### config.mk
export PLATFORM = sky130hd
export DESIGN_NAME = matrix_result_tx
export DESIGN_NICKNAME = d
export VERILOG_FILES = /design/src/rtl/matrix_pkg.sv /design/src/rtl/result_fifo.sv /design/src/rtl/matrix_result_tx.sv
export SDC_FILE = /design/constraint.sdc
export NUM_CORES = 1
export LEC_CHECK = 0
export ABC_AREA = 1
export CORE_ASPECT_RATIO = 0.8
export CORE_MARGIN = 1.5
export CORE_UTILIZATION = 55
export CTS_BUF_LIST = sky130_fd_sc_hd__clkbuf_4 sky130_fd_sc_hd__clkbuf_8
export DETAILED_ROUTE_END_ITERATION = 16
export DONT_BUFFER_PORTS = 1
export PLACE_DENSITY = 0.7
export SLEW_MARGIN = 20
export SYNTH_ARGS = -nofsm -noshare
export SYNTH_HDL_FRONTEND = slang
export SYNTH_SLANG_ARGS = --single-unit
### constraint.sdc
create_clock -name clk -period 4 [get_ports clk]
set_input_delay 1.2 -clock clk [delete_from_list [all_inputs] [get_ports clk]]
set_output_delay 1.2 -clock clk [all_outputs]
set_load 0.01 [all_outputs]
### src/rtl/matrix_pkg.sv
// Shared widths, sync byte default and transmit FSM encoding for the matrix
// multiplier result path.
package matrix_pkg;

    localparam int RESULT_W = 10;
    localparam int TX_W     = 8;
    localparam int SEQ_W    = 4;

    localparam logic [TX_W-1:0] SYNC_BYTE_DEF = 8'hA5;

    typedef enum logic [1:0] {
        ST_IDLE = 2'd0,
        ST_SYNC = 2'd1,
        ST_LO   = 2'd2,
        ST_HI   = 2'd3
    } tx_state_t;

endpackage

### src/rtl/result_fifo.sv
// Small synchronous FIFO; dout shows the head entry combinationally and the
// flags depend on registered state only.
module result_fifo #(
    parameter int WIDTH = 10,
    parameter int DEPTH = 2,
    localparam int AW   = (DEPTH > 1) ? $clog2(DEPTH) : 1
) (
    input  logic             clk,
    input  logic             rst_n,
    input  logic             push,
    input  logic             pop,
    input  logic [WIDTH-1:0] din,
    output logic [WIDTH-1:0] dout,
    output logic             full,
    output logic             empty,
    output logic [AW:0]      count
);

    localparam logic [AW:0] FULL_CNT = (AW + 1)'(DEPTH);

    logic [WIDTH-1:0] mem [DEPTH];
    logic [AW-1:0]    wr_ptr;
    logic [AW-1:0]    rd_ptr;
    logic             do_push;
    logic             do_pop;

    assign full    = (count == FULL_CNT);
    assign empty   = (count == '0);
    assign do_push = push & ~full;
    assign do_pop  = pop & ~empty;
    assign dout    = mem[rd_ptr];

    // Storage is pure data and needs no reset.
    always_ff @(posedge clk) begin
        if (do_push) begin
            mem[wr_ptr] <= din;
        end
    end

    always_ff @(posedge clk or negedge rst_n) begin
        if (!rst_n) begin
            wr_ptr <= '0;
            rd_ptr <= '0;
            count  <= '0;
        end else begin
            if (do_push) begin
                wr_ptr <= wr_ptr + 1'b1;
            end
            if (do_pop) begin
                rd_ptr <= rd_ptr + 1'b1;
            end
            case ({do_push, do_pop})
                2'b10:   count <= count + 1'b1;
                2'b01:   count <= count - 1'b1;
                default: count <= count;
            endcase
        end
    end

endmodule

### src/rtl/matrix_result_tx.sv
// Buffers 10-bit results and sends each as a SYNC/LO/HI byte frame with a
// 4-bit sequence tag and a sticky overflow flag for dropped results.
module matrix_result_tx
    import matrix_pkg::*;
#(
    parameter logic [7:0] SYNC_BYTE  = SYNC_BYTE_DEF,
    parameter int         FIFO_DEPTH = 2
) (
    input  logic       clk,
    input  logic       rst_n,
    input  logic [9:0] res_data,
    input  logic       res_valid,
    output logic       res_ready,
    output logic [7:0] tx_data,
    output logic       tx_valid,
    input  logic       tx_ready,
    output logic       busy,
    output logic       overflow,
    input  logic       clr_ovf
);

    localparam int CNT_W = ((FIFO_DEPTH > 1) ? $clog2(FIFO_DEPTH) : 1) + 1;

    tx_state_t             state;
    tx_state_t             state_nxt;
    logic [SEQ_W-1:0]      seq;
    logic [TX_W-1:0]       data_nxt;
    logic [RESULT_W-1:0]   head;
    logic                  full;
    logic                  empty;
    logic [CNT_W-1:0]      count;
    logic                  push;
    logic                  pop;
    logic                  hs;

    assign res_ready = ~full;
    assign push      = res_valid & ~full;
    assign hs        = tx_valid & tx_ready;
    assign pop       = (state == ST_HI) & hs;
    assign busy      = (state != ST_IDLE) | ~empty;

    result_fifo #(
        .WIDTH (RESULT_W),
        .DEPTH (FIFO_DEPTH)
    ) u_fifo (
        .clk   (clk),
        .rst_n (rst_n),
        .push  (push),
        .pop   (pop),
        .din   (res_data),
        .dout  (head),
        .full  (full),
        .empty (empty),
        .count (count)
    );

    // The next byte is chosen one cycle early so tx_data/tx_valid leave a register.
    always_comb begin
        state_nxt = state;
        data_nxt  = tx_data;
        case (state)
            ST_IDLE: begin
                if (!empty) begin
                    state_nxt = ST_SYNC;
                    data_nxt  = SYNC_BYTE;
                end
            end
            ST_SYNC: begin
                if (hs) begin
                    state_nxt = ST_LO;
                    data_nxt  = head[7:0];
                end
            end
            ST_LO: begin
                if (hs) begin
                    state_nxt = ST_HI;
                    data_nxt  = {seq, 2'b00, head[RESULT_W-1 -: 2]};
                end
            end
            ST_HI: begin
                if (hs) begin
                    if (count > CNT_W'(1)) begin
                        state_nxt = ST_SYNC;
                        data_nxt  = SYNC_BYTE;
                    end else begin
                        state_nxt = ST_IDLE;
                    end
                end
            end
            default: state_nxt = ST_IDLE;
        endcase
    end

    always_ff @(posedge clk or negedge rst_n) begin
        if (!rst_n) begin
            state    <= ST_IDLE;
            tx_valid <= 1'b0;
            tx_data  <= '0;
            seq      <= '0;
        end else begin
            state    <= state_nxt;
            tx_valid <= (state_nxt != ST_IDLE);
            tx_data  <= data_nxt;
            if (pop) begin
                seq <= seq + 1'b1;
            end
        end
    end

    // A drop in the same cycle as a clear keeps the flag set.
    always_ff @(posedge clk or negedge rst_n) begin
        if (!rst_n) begin
            overflow <= 1'b0;
        end else if (res_valid && full) begin
            overflow <= 1'b1;
        end else if (clr_ovf) begin
            overflow <= 1'b0;
        end
    end

endmodule

==> results.toml <==
[setup_path]
crit_path_start_kind = "flop"
worstRegToRegCells = 5
cp-end-kind = "output pin"
regToRegStartpoint = "u_fifo.count[0]"
crit_buf_inv = 1
cp_slowest_cell = "dfrtp_1"
crit_fanout = 3
arrival_ps = 1220
slowest_delay_ps = 390
r2r-end = "u_fifo.mem[0][7]"
crit_required_ps = 2800
worstPathCellList = "inv_1 -> ha_1 -> nand2_1"
rrSetupSlack_ps = 2020
critPathTopFamily = "flip-flops"
worstSetupPathType = "reg -> out"

[run]
cap_violations = 0

[clock_tree]
post_cts_buffers = 0
cts_inserted_buffers = 5
cts.sinks = 40
cts_buffer_depth = 2
cts_root_buffer = "clkbuf_8"
clk_latency_ps = 290
clk_pin_slew_ps = 80
cts-resized-gates = 0
htree_levels = 2
cts_hold_buf = 0
cts_tree = "built"

[sta]
relSlewSlack_pct = 43.8
slew_viol_final = 0
fin_crit_ps = 2420
fin_skew_ps = 3.24
layout_setup_ws_ps = 1580
setup_tns_ps = 0
max_freq_ghz = 0.413
setup_viol = 0
fin_crit_sh_pct = 60.6
worst_slew_pin_slew_ps = 840
rsz0062_at_grt = "false"
finalHoldViolCount = 0

[final_layout]
nets = 222
final_layout_size_suffix_gt1_share_pct = 13.6
final.fill_count = 252
n_antenna_cell = 0
area_growth_pct = 7.68

[power_and_ir_drop]
power.internal_w = 0.000939
seq_power_share_pct = 44.1
p_sw_w = 0.000601
p_comb_share_pct = 34.5
p_leak_nw = 0.969
ir_drop_v = 0.000439
pwr-share-clk_pct = 21.4
power_density_mw_per_mm2 = 756
switching_share_pct = 39.0
power.total_w = 0.00154

[yosys]
ys_seq_area_share_pct = 58.2
synth-warning-count = 0
synthTopCellsByArea = "edfxtp_1, dfrtp_1, nand2_1, ha_1, nand3_1"
syn_area_mm2 = 0.00189
synth_seq_cells = 40
syn_nets = 217
synth_top_area_share_pct = 31.8
yosysTopAreaCell = "edfxtp_1"
syn_area_per_cell_um2 = 9.85
netlist_instances = 192
synth.distinct_cells = 23

[floorplan]
die_x_um = 68.6
initial_core_util_pct = 59.5
dieArea_mm2 = 0.00380
core_area_mm2 = 0.00318
dieHeight_um = 55.4
pin_count = 27
rows = 18

[detailed_routing]
vias_per_cell = 5.27
drtIter0Drc = 44
routed_wl_um = 3300
drc = 0
wl_per_cell_um = 13.9
ant_nets = 0
vias = 1254
drt-pass1-iter-count = 6

[worst_hold_path]
hold_class = "reg -> reg"
hold_path_depth = 1
hold-path-endpoint = "seq[3]"
min_from = "seq[3]"

[placement]
dp_hpwl_um = 2450
io_buffer_count = 0
gp_congestion = 0.864
dp_slack_ps = 1600

[outcome]
status = "finished clean"

[global_route]
grt_pass1_wl_um = 5550
grt_pass1_vias = 1258
grt_max_degree = 21
track_usage_pct = 19.8
grt.overflow.total = 0
antenna_found_initial = 0
-- synthesized netlist by cell type --
master,number
nand4_1,3
mux2_1,1
nor2_1,8
ha_1,10
nand2_2,6
buf_6,1
nand2_1,56
a21oi_1,2
edfxtp_1,20
o21ai_0,5
nor2_4,1
nand3_1,16
xor2_1,3
nand3_2,1
xnor2_1,4
clkinv_2,1
o21ai_1,2
dfrtp_1,20
inv_2,8
nand4_2,1
nor2_2,1
inv_1,21
buf_2,1
-- cells in the final DEF (no fill, tap or decap) --
cell type and n:
nand2_1 56, inv_1 21, dfrtp_1 20, edfxtp_1 20, nand3_1 16, ha_1 10, inv_2 8, nor2_1 8
nand2_2 6, o21ai_0 5, clkbuf_8 5, xnor2_1 4, nand4_1 3, xor2_1 3, a21oi_1 2, o21ai_1 2
clkinv_2 2, nand3_2 1, nor2_2 1, nor2_4 1, nand4_2 1, mux2_1 1, clkinvlp_4 1, bufinv_16 1
-- state kept, by name, summed over array words and instances, names as in the netlist --
signal,cells
overflow,1
u_fifo.rd_ptr,1
u_fifo.wr_ptr,1
u_fifo.mem,20
state,2
u_fifo.count,2
seq,4
tx_valid,1
tx_data,8
-- logic make-up (layout without fill, tap and decap cells) --
logic type,count (synthesis),count (layout),synth area share (%)
multiplexers,1,1,0.596
buffers and inverters,32,38,6.88
AND/OR/NAND/NOR,93,93,22.0
XOR/XNOR,7,7,3.24
flip-flops,40,40,58.2
adder cells (fa/ha/maj),10,10,6.62
AO/OA/AOI/OAI,9,9,2.38
-- how the worst max path moves through the flow --
stage	slack (ps)	end	from	depth (start not counted)
6_report	1580	busy	u_fifo.count[0]	3
3_5_place_dp	1600	u_fifo.mem[0][3]	res_valid	2
4_1_cts	1560	busy	u_fifo.count[1]	3
5_1_grt	1480	busy	u_fifo.count[1]	3
2_1_floorplan	1860	u_fifo.mem[1][0]	res_valid	2
3_3_place_gp	1660	u_fifo.mem[0][7]	res_valid	2
-- stage by stage --
step | util, % | cell area (um2) | instances | hold slack [ps]
2_1_floorplan | - | 1890 | 192 | 442
3_3_place_gp | 60.6 | 1920 | 230 | 459
3_5_place_dp | 60.6 | 1920 | 230 | 458
4_1_cts | 64.1 | 2040 | 238 | 473
5_1_grt | 64.1 | 2040 | 238 | 518
6_report | 64.1 | 2040 | 238 | 466
-- power by group through the flow --
stage / sequential, W / combinational (W) / clock [W]
floorplan: 0.000655 / 0.000449 / 0
global placement: 0.000682 / 0.000511 / 0
detailed placement: 0.000688 / 0.000536 / 0
CTS: 0.000680 / 0.000538 / 0.000334
global route: 0.000696 / 0.000606 / 0.000351
finish: 0.000679 / 0.000532 / 0.000329
-- final cells by class --
class                   count  area (um2)  share of cell area [%]
multi-input cells         120         659                    32.4
well taps                  40        50.0                    2.46
clock buffers               5        68.8                    3.38
flip-flops and latches     40        1100                    54.1
inverters                  30         114                    5.59
clock inverters             3        42.5                    2.09
-- metal layers --
metal / GRT usage, % / vias to the layer above / routed length (um)
met2: 29.1 / 31 / 1500
met4: 8.29 / 0 / 61
li1: - / 617 / -
met3: 5.50 / 8 / 180
met1: 27.5 / 598 / 1560
met5: 0 / - / 0
Note: power is estimated with default switching activity, not from simulation.
